==> config.mk <==
export PLATFORM = sky130hd
export DESIGN_NAME = reg_preload
export DESIGN_NICKNAME = d
export VERILOG_FILES = /design/src/rtl/reg_preload_pkg.sv /design/src/rtl/reg_preload.sv
export SDC_FILE = /design/constraint.sdc
export NUM_CORES = 1
export LEC_CHECK = 0
export ABC_AREA = 1
export CAP_MARGIN = 20
export CORE_MARGIN = 2
export CORE_UTILIZATION = 44
export CTS_CLUSTER_DIAMETER = 50
export DETAILED_ROUTE_END_ITERATION = 6
export PLACE_DENSITY = 0.85
export SLEW_MARGIN = 5
export SYNTH_ARGS = -nofsm -noshare
export SYNTH_HDL_FRONTEND = slang
export SYNTH_SLANG_ARGS = --single-unit
==> constraint.sdc <==
create_clock -name clock -period 3.7 [get_ports clock]
set_input_delay 0.555 -clock clock [delete_from_list [all_inputs] [get_ports clock]]
set_output_delay 0.555 -clock clock [all_outputs]
set_load 0.03 [all_outputs]
==> src/rtl/reg_preload_pkg.sv <==
// Shared widths and FSM encoding for the register-file preload engine.
// Latency: n/a (constants and types only).
// Backpressure: n/a.
package reg_preload_pkg;

    localparam int REG_W  = 5;
    localparam int DATA_W = 32;

    typedef enum logic [1:0] {
        ST_IDLE  = 2'd0,
        ST_LOAD  = 2'd1,
        ST_FLUSH = 2'd2
    } state_t;

endpackage

==> src/rtl/reg_preload.sv <==
// Preloads r1..r31 from a word stream through the regfile write port, holding the CPU.
// Latency: an accepted word reaches the regfile write port one cycle later; done pulses one cycle after the final write.
// Backpressure: in_ready is high for every LOAD cycle and depends on state only; the source may stall with in_valid.
module reg_preload
    import reg_preload_pkg::*;
#(
    parameter int NUM_REGS  = 32,
    parameter int FIRST_REG = 1
) (
    input  logic              clock,
    input  logic              reset,
    input  logic              start,
    input  logic              in_valid,
    input  logic [DATA_W-1:0] in_data,
    input  logic              in_last,
    output logic              in_ready,
    input  logic              cpu_rwe,
    input  logic [REG_W-1:0]  cpu_rd,
    input  logic [DATA_W-1:0] cpu_rData,
    output logic              rwe,
    output logic [REG_W-1:0]  rd,
    output logic [DATA_W-1:0] rData,
    output logic              cpu_hold,
    output logic              done,
    output logic [REG_W-1:0]  loaded
);

    localparam logic [REG_W-1:0] FIRST_IDX = REG_W'(FIRST_REG);
    localparam logic [REG_W-1:0] LAST_IDX  = REG_W'(NUM_REGS - 1);
    localparam logic [REG_W-1:0] ONE       = REG_W'(1);

    state_t              r_state;
    state_t              w_state_nxt;
    logic [REG_W-1:0]    r_idx;
    logic [REG_W-1:0]    r_loaded;
    logic                r_done;
    logic                r_wen;
    logic [REG_W-1:0]    r_wrd;
    logic [DATA_W-1:0]   r_wdata;
    logic                w_start;
    logic                w_accept;
    logic                w_in_ready;

    // State register; reset drops any in-flight write by returning straight to IDLE.
    always_ff @(posedge clock or posedge reset) begin
        if (reset) begin
            r_state <= ST_IDLE;
        end else begin
            r_state <= w_state_nxt;
        end
    end

    // Next-state and handshake decode; LOAD ends on in_last or on the last register index.
    always_comb begin
        w_state_nxt = r_state;
        w_in_ready  = 1'b0;
        w_start     = 1'b0;
        w_accept    = 1'b0;
        case (r_state)
            ST_IDLE: begin
                if (start) begin
                    w_start     = 1'b1;
                    w_state_nxt = ST_LOAD;
                end
            end
            ST_LOAD: begin
                w_in_ready = 1'b1;
                w_accept   = in_valid;
                if (in_valid && (in_last || (r_idx == LAST_IDX))) begin
                    w_state_nxt = ST_FLUSH;
                end
            end
            ST_FLUSH: begin
                w_state_nxt = ST_IDLE;
            end
            default: begin
                w_state_nxt = ST_IDLE;
            end
        endcase
    end

    // Write-register stage, target index, word count and the done pulse.
    always_ff @(posedge clock or posedge reset) begin
        if (reset) begin
            r_idx    <= FIRST_IDX;
            r_loaded <= '0;
            r_done   <= 1'b0;
            r_wen    <= 1'b0;
            r_wrd    <= '0;
            r_wdata  <= '0;
        end else begin
            r_done <= (r_state == ST_FLUSH);
            r_wen  <= w_accept;
            if (w_start) begin
                r_idx    <= FIRST_IDX;
                r_loaded <= '0;
            end
            if (w_accept) begin
                r_wrd    <= r_idx;
                r_wdata  <= in_data;
                r_loaded <= r_loaded + ONE;
                // Hold at the last index instead of wrapping; LOAD exits here anyway.
                if (r_idx != LAST_IDX) begin
                    r_idx <= r_idx + ONE;
                end
            end
        end
    end

    // Output mux: the processor owns the write port only while idle.
    always_comb begin
        if (r_state == ST_IDLE) begin
            rwe   = cpu_rwe;
            rd    = cpu_rd;
            rData = cpu_rData;
        end else begin
            rwe   = r_wen;
            rd    = r_wrd;
            rData = r_wdata;
        end
    end

    assign in_ready = w_in_ready;
    assign cpu_hold = (r_state != ST_IDLE);
    assign done     = r_done;
    assign loaded   = r_loaded;

endmodule

==> impl_results.md <==
- Core Util, Final: 69.4%
- Clock Skew: 0.0112 ns
- Layout cell share with drive strength beyond 1: 6.49%
- Largest net degree at the start of global routing: 52
- CP Data Required Time: 3.14 ns
- CP bufs+invs: 2
- Flops & latches, synth: 51
- Post-synth top area share: 48.4%
- Worst path cell trace: nor2_4 > inv_2 > nand2_1 > nand2_1 > clkdlybuf4s50_1
- Power Density: 809 nW/um^2
- Post-synthesis cell count: 346
- Gr ovfl total: 0
- Fmax: 330 MHz
- Register area: 1280 um^2
- Core box area: 5610 um^2
- Nets: 539
- Internal cell power: 1.67 mW
- Ant. Diodes: 0
- Area taken by multi-input logic gates: 1100 um^2
- Setup_tns: 0 ns
- Critical path data arrival time: 2.47 ns
- Initial antenna violation count: 0
- # setup viols final: 0
- Highest-delay cell along the critical path: clkdlybuf4s50_1
- Distinct cells, synth: 23
- Chip height: 80.7 um
- CP delay by family, top: buffers and inverters
- Row count: 27
- Starting DRT DRC Count: 109
- Routability-driven placement congestion ratio: 0.771
- Clock power share: 10.3%
- Clock root buffer: clkbuf_8
- Total Routed Length: 6880 um
- Final hold viol count: 0
- Final worst-path cycle share: 81.8%
- Outcome: finished, final reports clean
- First-pass GRT wire length: 11100 um
- Maximum fanout along the worst path: 33
- Crit Path Category: reg -> out
- Clock buffer depth: 2
- Synth warn: 0
- Initial Util: 46.1%
- Worst-Margin Slew: 0.850 ns
- Vias in the first global route: 2525
- NetSw: 1.48 mW
- HP Class: reg -> reg
- Die area: 6510 um^2
- Max cap viols: 0
- DPL Wire Length: 5200 um
- Antenna Violating Nets Remaining: 0
- Post-CTS Setup Inserts: 0
- Netlist Area Pre-Place: 2590 um^2
- Via density: 4.78
- Ports: 121
- Sequential share of power: 29.5%
- Vias after detailed routing: 2551
- Max-slew violations: 0
- Post-CTS sizing: 0
- Syn_area_per_cell: 7.48 um^2
- Worst path max stage delay: 0.59 ns
- Most used cell, CP: nand2_1
- CTS tree: built
- VDD IR max: 443 uV
- Unrepaired setup endpoints after global routing: no
- Worst path depth: 5
- Cells on Worst Hold Path: 2
- Seq/Total Area, Yosys: 49.4%
- Dominant cells by area after synthesis: dfrtp_1 (48%), nand2_1 (28%), o21ai_0 (5.2%)
- Clock Pin Slew Worst Setup and Hold Paths: 0.09 ns
- P&R area growth vs syn: 50.4%
- Routed wire per std cell: 12.9 um
- Mapped Nets: 424
- Lkg Pwr: 1.90 nW
- Clock tree sinks: 51
- Startpoint types: flop
- Die Wd: 80.7 um
- Sw frac: 47.0%
- IO buf count: 120
- Comb pwr share: 60.2%
- Worst-Skew Late Latency: 0.30 ns
- Fin crit period: 3.03 ns
- DR DRC count: 0
- CTS Buf Count: 5
- Synth area leader: dfrtp_1
- Fill count: 472
- Hold-fix buffers at CTS: 0
- H-tree Lvls: 2
- Element type at the critical path end: output pin
- FF-to-FF path depth: 6
- Worst rel slew slack: 43.2%
- Drt first pass iters: 4
- Global Route Usage Sum: 21.9%
- Total power: 3.15 mW
==> final cells by class <==
class                   instances  area share (%)
well taps                      72            2.32
inverters                      26            2.51
clock buffers                   7            2.22
flip-flops and latches         51            32.8
clock inverters                 1           0.129
multi-input cells             254            28.2
repair buffers                123            31.8
==> cells in the mapped netlist <==
master    count
nand2_1     190
dfrtp_1      50
o21ai_0      27
inv_1        22
nor2_1        8
buf_2         7
buf_6         6
o21ai_2       6
nand2_2       5
nand3_1       5
inv_2         4
ha_1          3
nor2_4        2
o21ai_1       2
buf_4         1
clkbuf_1      1
dfstp_2       1
nand4_1       1
nor2_2        1
nor3_1        1
o22ai_1       1
xnor2_1       1
xor2_1        1
==> worst register-to-register path: cells and delay by family (launching register included) <==
family / cells / cell delay, ns
AND/OR/NAND/NOR: 4 / 1.16
buffers and inverters: 1 / 0.09
flip-flops: 1 / 0.45
AO/OA/AOI/OAI: 1 / 0.10
==> final timing paths <==
kind | from | endpoint | slack [ns]
min in group asynchronous | reset | r_wdata[5] | 0.51
min reg2reg | r_wdata[16] | r_wdata[16] | 0.49
max in group asynchronous | reset | r_idx[0] | 2.64
max reg2reg | r_state[1] | r_idx[1] | 1.80
max | r_state[1] | rData[28] | 0.67
min | r_wdata[16] | r_wdata[16] | 0.49
==> cell usage in the layout (no fill, tap or decap), types with 3 or more instances in the layout <==
cell type	netlist	routed
clkbuf_8	0	6
nand2_2	5	5
o21ai_2	6	6
inv_2	4	5
ha_1	3	3
inv_1	22	21
nor2_1	8	8
nand2_1	190	190
o21ai_0	27	27
dfrtp_1	50	50
clkdlybuf4s50_1	0	120
nand3_1	5	5
==> power groups by stage <==
stage | combinational (mW) | sequential (mW) | clock, mW
after floorplan | 1.22 | 0.927 | 0
after global placement | 1.86 | 0.926 | 0
after detailed placement | 1.90 | 0.936 | 0
after CTS | 1.91 | 0.927 | 0.333
after global routing | 2.07 | 0.957 | 0.352
final | 1.90 | 0.929 | 0.324
==> layer usage <==
metal / vias to the layer above / part of all wire (%) / global-route usage, %
li1: 1281 / - / -
met1: 1160 / 43 / 26.4
met2: 99 / 48 / 39.1
met3: 11 / 7.4 / 4.38
met4: 0 / 1.7 / 6.78
met5: - / 0 / 0
==> state kept, by name (all words and copies together), names as in the netlist <==
signal	cells
r_wdata	32
loaded	5
r_idx	5
r_wrd	5
r_state	2
done	1
r_wen	1
==> stage by stage <==
step	cells	setup WS [ns]	hold WS, ns	cell area, um^2
finish	534	0.672	0.488	3890
global route	534	0.463	0.509	3890
CTS	533	0.636	0.491	3870
detailed placement	525	0.974	0.466	3780
global placement	525	1.04	0.461	3780
floorplan	346	1.79	0.449	2590
==> logic make-up after synthesis <==
family | synth area share, %
xor gates and xnor gates | 0.677
DFF | 49.4
and+or+nand+nor | 32.4
AOI/OAI and AO/OA | 7.88
adders and majority gates | 1.45
buffers and inverters | 8.17
Power figures use the tool's default switching activity.
